**config.mk**
```make
export PLATFORM = sky130hd
export DESIGN_NAME = branch_predictor
export DESIGN_NICKNAME = d
export VERILOG_FILES = /design/src/rtl/branch_predictor_pkg.sv /design/src/rtl/branch_predictor_counter_table.sv /design/src/rtl/branch_predictor.sv
export SDC_FILE = /design/constraint.sdc
export NUM_CORES = 1
export LEC_CHECK = 0
export BUFFER_PORTS_ARGS = -buffer_cell sky130_fd_sc_hd__buf_4
export CAP_MARGIN = 20
export CORE_AREA = 2 2 140 142
export CTS_CLUSTER_DIAMETER = 50
export DETAILED_ROUTE_END_ITERATION = 8
export DIE_AREA = 0 0 142 144
export PLACE_DENSITY = 0.82
export SLEW_MARGIN = 0
export SYNTH_ARGS = -nofsm -noshare
export SYNTH_HDL_FRONTEND = slang
export SYNTH_SLANG_ARGS = --single-unit
```
**constraint.sdc**
```tcl
create_clock -name clk -period 3.9 [get_ports clk]
set_clock_uncertainty 0.1 [all_clocks]
set_input_delay 0.195 -clock clk [delete_from_list [all_inputs] [get_ports clk]]
set_output_delay 0.195 -clock clk [all_outputs]
set_load 0.01 [all_outputs]
```
**src/rtl/branch_predictor_pkg.sv**
```systemverilog
// Shared definitions for the bimodal branch predictor: counter encodings,
// resolution status codes, FSM states and the saturating-update helper.
package branch_predictor_pkg;

  // 2-bit saturating counter encodings
  typedef enum logic [1:0] {
    SNT = 2'b00,
    WNT = 2'b01,
    WT  = 2'b10,
    ST  = 2'b11
  } ctr_e;

  // Resolution status codes produced by the EX stage
  localparam logic [1:0] PS_MISS_NT = 2'd0;  // predicted not-taken, was taken
  localparam logic [1:0] PS_MISS_T  = 2'd1;  // predicted taken, was not-taken
  localparam logic [1:0] PS_HIT_NT  = 2'd2;  // predicted not-taken, was not-taken
  localparam logic [1:0] PS_HIT_T   = 2'd3;  // predicted taken, was taken

  // Controller states
  typedef enum logic {
    S_INIT = 1'b0,
    S_RUN  = 1'b1
  } state_e;

  // Saturating increment on taken, decrement on not-taken
  function automatic logic [1:0] sat_update(input logic [1:0] cur, input logic taken);
    logic [1:0] nxt;
    nxt = cur;
    if (taken) begin
      if (cur != ST) nxt = cur + 2'd1;
    end else begin
      if (cur != SNT) nxt = cur - 2'd1;
    end
    return nxt;
  endfunction

  // True for the two miss codes only
  function automatic logic is_mispredict(input logic [1:0] status);
    logic miss;
    case (status)
      PS_MISS_NT, PS_MISS_T: miss = 1'b1;
      PS_HIT_NT,  PS_HIT_T:  miss = 1'b0;
      default:               miss = 1'b0;
    endcase
    return miss;
  endfunction

endpackage

```
**src/rtl/branch_predictor_counter_table.sv**
```systemverilog
// Counter storage: 2**INDEX_BITS x 2 bits, two asynchronous read ports
// (fetch lookup, resolution lookup) and one synchronous write port.
// Storage is not reset; the controller initialises it after reset.
module branch_predictor_counter_table #(
  parameter int unsigned INDEX_BITS = 6
) (
  input  logic                  clk,
  input  logic                  we,
  input  logic [INDEX_BITS-1:0] waddr,
  input  logic [1:0]            wdata,
  input  logic [INDEX_BITS-1:0] if_addr,
  output logic [1:0]            if_data,
  input  logic [INDEX_BITS-1:0] ex_addr,
  output logic [1:0]            ex_data
);

  localparam int unsigned DEPTH = 1 << INDEX_BITS;

  logic [1:0] mem [DEPTH];

  // Single write port
  always_ff @(posedge clk) begin
    if (we) mem[waddr] <= wdata;
  end

  // Asynchronous read ports
  assign if_data = mem[if_addr];
  assign ex_data = mem[ex_addr];

endmodule

```
**src/rtl/branch_predictor.sv**
```systemverilog
// Bimodal branch predictor: table of 2-bit saturating counters indexed by
// fetch PC, retrained from EX-stage resolution, with misprediction counters.
// Optional feature macro: BP_GSHARE_EN (XOR a global history register into
// the fetch index).
module branch_predictor
  import branch_predictor_pkg::*;
#(
  parameter int unsigned INDEX_BITS  = 6,
  parameter logic [1:0]  RESET_STATE = 2'b01
) (
  input  logic                  clk,
  input  logic                  rst,
  input  logic                  IF_valid,
  input  logic [31:0]           IF_pc,
  output logic [1:0]            IF_branch_prediction,
  output logic                  IF_predict_taken,
  output logic [INDEX_BITS-1:0] IF_bp_index,
  output logic                  ready,
  input  logic                  EX_Branch,
  input  logic [INDEX_BITS-1:0] EX_bp_index,
  input  logic                  branch_taken,
  input  logic [1:0]            prediction_status,
  output logic                  mispredict,
  output logic [31:0]           branch_count,
  output logic [31:0]           mispredict_count
);

  state_e                state;
  state_e                state_next;
  logic [INDEX_BITS-1:0] init_ptr;
  logic [INDEX_BITS-1:0] init_ptr_next;

  logic                  tbl_we;
  logic [INDEX_BITS-1:0] tbl_waddr;
  logic [1:0]            tbl_wdata;
  logic [1:0]            if_rd;
  logic [1:0]            ex_rd;
  logic [1:0]            ex_new;

  logic [INDEX_BITS-1:0] if_idx;
  logic                  upd;
  logic                  bypass;
  logic                  unused_pc_bits;

  // Fetch PC bits outside the index field carry no information here
  assign unused_pc_bits = ^{IF_pc[31:INDEX_BITS+2], IF_pc[1:0]};

  assign ready  = (state == S_RUN);
  assign upd    = ready & EX_Branch;
  assign ex_new = sat_update(ex_rd, branch_taken);

`ifdef BP_GSHARE_EN
  logic [INDEX_BITS-1:0] ghr;

  // Global history: shift in each resolved outcome
  always_ff @(posedge clk) begin
    if (rst) begin
      ghr <= '0;
    end else if (upd) begin
      ghr <= {ghr[INDEX_BITS-2:0], branch_taken};
    end
  end

  assign if_idx = IF_pc[INDEX_BITS+1:2] ^ ghr;
`else
  assign if_idx = IF_pc[INDEX_BITS+1:2];
`endif

  assign IF_bp_index = if_idx;

  branch_predictor_counter_table #(
    .INDEX_BITS (INDEX_BITS)
  ) u_table (
    .clk     (clk),
    .we      (tbl_we),
    .waddr   (tbl_waddr),
    .wdata   (tbl_wdata),
    .if_addr (if_idx),
    .if_data (if_rd),
    .ex_addr (EX_bp_index),
    .ex_data (ex_rd)
  );

  // State and init pointer registers
  always_ff @(posedge clk) begin
    if (rst) begin
      state    <= S_INIT;
      init_ptr <= '0;
    end else begin
      state    <= state_next;
      init_ptr <= init_ptr_next;
    end
  end

  // Next state and table write selection: sweep during init, train in run
  always_comb begin
    state_next    = state;
    init_ptr_next = init_ptr;
    tbl_we        = 1'b0;
    tbl_waddr     = EX_bp_index;
    tbl_wdata     = ex_new;
    case (state)
      S_INIT: begin
        tbl_we        = 1'b1;
        tbl_waddr     = init_ptr;
        tbl_wdata     = RESET_STATE;
        init_ptr_next = init_ptr + INDEX_BITS'(1);
        if (init_ptr == {INDEX_BITS{1'b1}}) state_next = S_RUN;
      end
      S_RUN: begin
        tbl_we = EX_Branch;
      end
      default: begin
        state_next = S_INIT;
      end
    endcase
  end

  // Same-cycle bypass so fetch never sees a counter about to be overwritten
  assign bypass = upd & IF_valid & (if_idx == EX_bp_index);

  // Prediction output; fixed weakly-not-taken until the table is initialised
  always_comb begin
    IF_branch_prediction = WNT;
    if (ready) IF_branch_prediction = bypass ? ex_new : if_rd;
  end

  assign IF_predict_taken = IF_branch_prediction[1] & ready;

  // Misprediction pulse and statistics counters
  always_ff @(posedge clk) begin
    if (rst) begin
      mispredict       <= 1'b0;
      branch_count     <= '0;
      mispredict_count <= '0;
    end else begin
      mispredict <= upd & is_mispredict(prediction_status);
      if (upd) begin
        branch_count <= branch_count + 32'd1;
        if (is_mispredict(prediction_status)) mispredict_count <= mispredict_count + 32'd1;
      end
    end
  end

endmodule

```
Yosys cells after proc, flatten, opt, wreduce, memory -nomap -nowiden
Memories as Yosys holds them, arrays and structs flattened. Index checks and enable logic that the tools add are counted.

Reduce and logical (&&, ||, !) cells: 5. $add $sub $neg: 5. Bitwise operators: 6. Equality and inequality tests: 6. Mux-type cells: 16.

Operators with widths (number): $add A32 B1 Y32 const B (2); $mux W2 (6); $mux W1 (7); $add A6 B1 Y6 const B (1); $eq A6 B6 Y1 (1); $eq A6 B6 Y1 const B (1); $mux W6 (1); $and A1 B1 Y1 (5); $eq A2 B2 Y1 const B (2); $pmux W1 S2 (2); $reduce_or A2 Y1 (2); $add A2 B1 Y2 const B (1); $eq A2 B1 Y1 const B (1); $logic_not A2 Y1 (1); $ne A2 B2 Y1 const B (1); $reduce_and A2 Y1 (1); $reduce_bool A2 Y1 (1); $sub A2 B1 Y2 const B (1); $not A1 Y1 (1).

Bits of input ports: 45. Bits in registers: 72. Logic and storage cells: 44. Bits in writable memories: 128. Output and inout port bits: 75. Memories kept: 1.

Memories: u_table.mem (words 64, bits a word 2, read ports 2, clocked after memory_dff 0, wr ports 1, RTL line branch_predictor_counter_table.sv:19) `logic [1:0] mem [DEPTH];`.

Logic depth before layout (Yosys ltp)
An unclocked memory read counts as a cell.

Word-level depth: 7. Depth in mapped cells: 11. Mapped depth without buffers: 8.

Cells and area by module
Synthesis repeated with hierarchy kept, for this count alone.

Cell total of the unflattened synthesis: 826. Area total of the unflattened synthesis: 10063.4 um^2.

By module, submodules not included: branch_predictor_counter_table (area each 6475.0 um^2, cells an instance 403, seq. area each 3843.7 um^2, instances 1); branch_predictor (area each 3588.4 um^2, cells an instance 423, seq. area each 1441.4 um^2, instances 1).

Worst setup path after synthesis
No wires, ideal clock.

Path kind: input port to flip-flop. From: input port EX_bp_index[2]. To: memory u_table.mem[0][1], data pin. Setup time: 516 ps. Setup slack: -70 ps. Path buffers: 4. Required time: 3284 ps. Arrival time: 3353 ps. Stages on the path: 9. Cells stage by stage: buf_2 buf_2 buf_4 buf_2 o22ai_1 a211oi_1 a22oi_1 maj3_1 nor2b_1.

Word-level cells in the longest chain between the ends: 5. Elaborated cells on any way between the ends: 9. Classes of those cells: add/sub (2); eq/ne (1); mux (4); reduce/logical (1); memory (1).

Ends and longest elaborated chain: from (decl) (RTL line branch_predictor.sv:20) `input logic [INDEX_BITS-1:0] EX_bp_index,`; $mem_v2 Z64 W2 (*); $sub A2 B1 Y2 (tied with other cells) (RTL line branch_predictor_pkg.sv:32) `if (cur != SNT) nxt = cur - 2'd1;`; $mux W2, on equally long branches (RTL line branch_predictor_pkg.sv:32, branch_predictor_pkg.sv:30); $mux W2 (*) (RTL line branch_predictor_pkg.sv:29) `if (taken) begin`; $mux W2 (*) (RTL line branch_predictor.sv:102) `case (state)`; named net tbl_wdata[1] (RTL line branch_predictor.sv:35) `logic [1:0] tbl_wdata;`; to (decl) (RTL line branch_predictor_counter_table.sv:19).

Mark *: on every way through the listed nets, which the timed path passes. The rest lies on a longest branch.

==> impl_results.md <==
* Outcome: finished, final reports clean
* FF/Latch Area at 5290 sq um
* Worst EP required at 3.61 ns
* Final hold slack at 0.160 ns
* Clk pin slew, worst setup/hold paths at 0.08 ns
* Worst vdd ir at 0.000303 V
* Detailed router's first-iteration violation count at 789
* CTS Root Cell: clkbuf_16
* Total CTS buffers at 17
* Least-Margin Pin Slew at 0.904 ns
* Critical path type: reg2out
* Routed wire length per instance at 21.1 um
* Largest net degree at the start of global routing at 73
* Congestion Overflow GR at 0
* Via density at 6.16
* Final Max Tran Viols at 0
* Worst hold path class: in2reg
* Pre-CTS setup slack at 0.616 ns
* Post-cts sizing count at 0
* Worst skew pair latency at 0.44 ns
* RSZ-0062 raised after global routing: no
* Cells after Synth at 790
* Worst-path fanout max at 2
* # hold bufs at CTS at 1
* Cells along the critical path: mux4_1 > mux2_2 > o22ai_1 > a211oi_1 > a22oi_1 > maj3_1 > o21ai_0 > buf_4
* CTS tree: yes
* Worst Path Arrival at 2.98 ns
* Synth top cells by count: 138 x nor2_1, 128 x edfxtp_1, 72 x dfxtp_1
* Area growth syn-to-layout at 13.9%
* Critical Path Max Stage Delay at 0.52 ns
* Core Box Area at 19100 sq um
* Initial Util at 0.516
* Post-CTS setup buffer count at 0
* DRC violations left at 0
* Num rows at 51
* Flop and latch count out of synthesis at 200
* # fillers at 1413
* Detailed Routing Iterations Pass 1 at 5
* H-tree Lvls at 4
* Synthesized area per cell at 12.5 sq um
* Syn Std Cell Area at 9840 sq um
* Max clock buf depth at 2
* Overall Power at 4.33 mW
* Slowest CP cell: mux4_1
* Netlist cell types at 60
* Die Y at 144 um
* Setup TNS at 0 ns
* Die area at 20400 sq um
* Die width at 142 um
* Top-count cell post-synth: nor2_1
* Final Non-Filler Cells at 1104
* CP endpoint kind: output pin
* Share of the synthesized area in the top cell type at 0.391
* First-pass GRT wire length at 36100 um
* # placed instances at 1071
* Slew HR at 0.393
* Final Hold Violating Endpoints at 0
* Final setup margin at 0.623 ns
* Period minus WS final at 3.28 ns
* Critical path launch point type: register
* Port Buffers at 92
* Leading area contributor after synthesis: edfxtp_1
* Antenna-violating nets left at 0
* Syn Nets at 838
* Fmax at 305 MHz
* Leakage power at 4.01 nW
* Boundary Pins at 120
* Final Cycle Share at 0.840
* Crit path buffers/inverters at 1
* Synth top area cells: edfxtp_1 39%, dfxtp_1 15%, mux4_2 12%, nor2_1 5.3%, xor2_1 3.9%
* GRT Total Usage at 0.232
* Detailed placer's ending HPWL at 15200 um
* Initial antenna violation count at 0
* Vias in the first global route at 6527
* YS warnings at 0
* Total clock sinks at 200
* Max Cap Viol at 0
* Vias at 6805
* Gpl congestion at 0.876
* Seq/Total Area, Yosys at 0.537
* Layout net count at 901
* Area of the multi-input gates at 4220 sq um
* Ant. Diodes at 0
* Top_reg_cell synth: edfxtp_1
* Final wirelength at 23300 um
* Power per cell area at 387 nW/um^2
* Layout cells sized above 1 at 0.230
* Worst path top cell family by delay: multiplexers
* EDFF count, synth at 128
* Asr flop ratio synth at 0
* Final setup violation count at 0
[power by group]
group	internal [mW]	switching [mW]
logic	0.115	0.162
registers	2.23	0.00640
clock network	0.973	0.845
total	3.32	1.01
[flip-flops by register name, summed over array words and instances (netlist names)]
register,cells
branch_count,32
init_ptr,6
mispredict,1
mispredict_count,32
ready,1
u_table.mem,128
[worst min-delay path: stages]
cell,delay [ns]
buf_4,0.13
nand2_1,0.25
nor3_1,0.08
[final timing paths]
kind	start	endpoint	slack (ns)	cells past startpoint
setup / recovery	u_table.mem[24][0]	IF_branch_prediction[1]	0.62	8
hold / removal	EX_Branch	mispredict	0.16	3
setup reg to reg	u_table.mem[24][0]	u_table.mem[57][0]	0.87	8
hold reg to reg	mispredict_count[27]	mispredict_count[27]	0.41	2
[stage by stage]
step | utilization | instance area (sq um)
5_1_grt | 0.587 | 11200
2_1_floorplan | - | 9840
6_report | 0.587 | 11200
3_3_place_gp | 0.554 | 10600
3_5_place_dp | 0.555 | 10600
4_1_cts | 0.587 | 11200
[cell usage in the layout, fill, tap and decap left out, drive strengths merged, types with 3 or more instances in the layout]
cell type / synthesis / layout
nand4: 15 / 15
clkinv: 0 / 5
clkbuf: 23 / 17
nand2: 61 / 61
ha: 3 / 3
mux2i: 11 / 11
xnor2: 20 / 20
xor2: 44 / 44
or2: 4 / 4
nand2b: 8 / 8
o221ai: 3 / 3
nor2: 139 / 139
edfxtp: 128 / 128
mux4: 67 / 67
inv: 11 / 18
a21oi: 21 / 21
dfxtp: 72 / 72
o22ai: 6 / 6
and2: 3 / 3
or3: 12 / 12
mux2: 7 / 7
nor2b: 7 / 7
and3: 13 / 13
nor4: 4 / 4
nor3: 10 / 10
buf: 29 / 95
o21ai: 15 / 15
nand3: 25 / 25
[layer usage]
metal / vias to the layer above / wire length, um / GRT usage
li1: 3048 / - / -
met1: 3361 / 8900 / 0.299
met2: 342 / 11900 / 0.393
met3: 54 / 1850 / 0.0444
met4: 0 / 678 / 0.0916
met5: - / 0 / 0
[final cells by class]
type	instances	share of cell area
flip-flops and latches	200	0.472
multi-input cells	527	0.377
repair buffers	96	0.0668
clock buffers	17	0.0380
well taps	238	0.0266
clock inverters	15	0.0163
inverters	11	0.00369
[logic make-up (layout without fill, tap and decap cells)]
kind of cell,after synthesis,count (layout),share of synthesized area
AOI/OAI and AO/OA,65,65,0.0422
xor gates and xnor gates,64,64,0.0570
adders and majority gates,5,5,0.00598
buffers and inverters,63,139,0.0347
DFF,200,200,0.537
muxes,85,85,0.178
and+or+nand+nor,308,308,0.145
(Power assumes the default switching activity.)
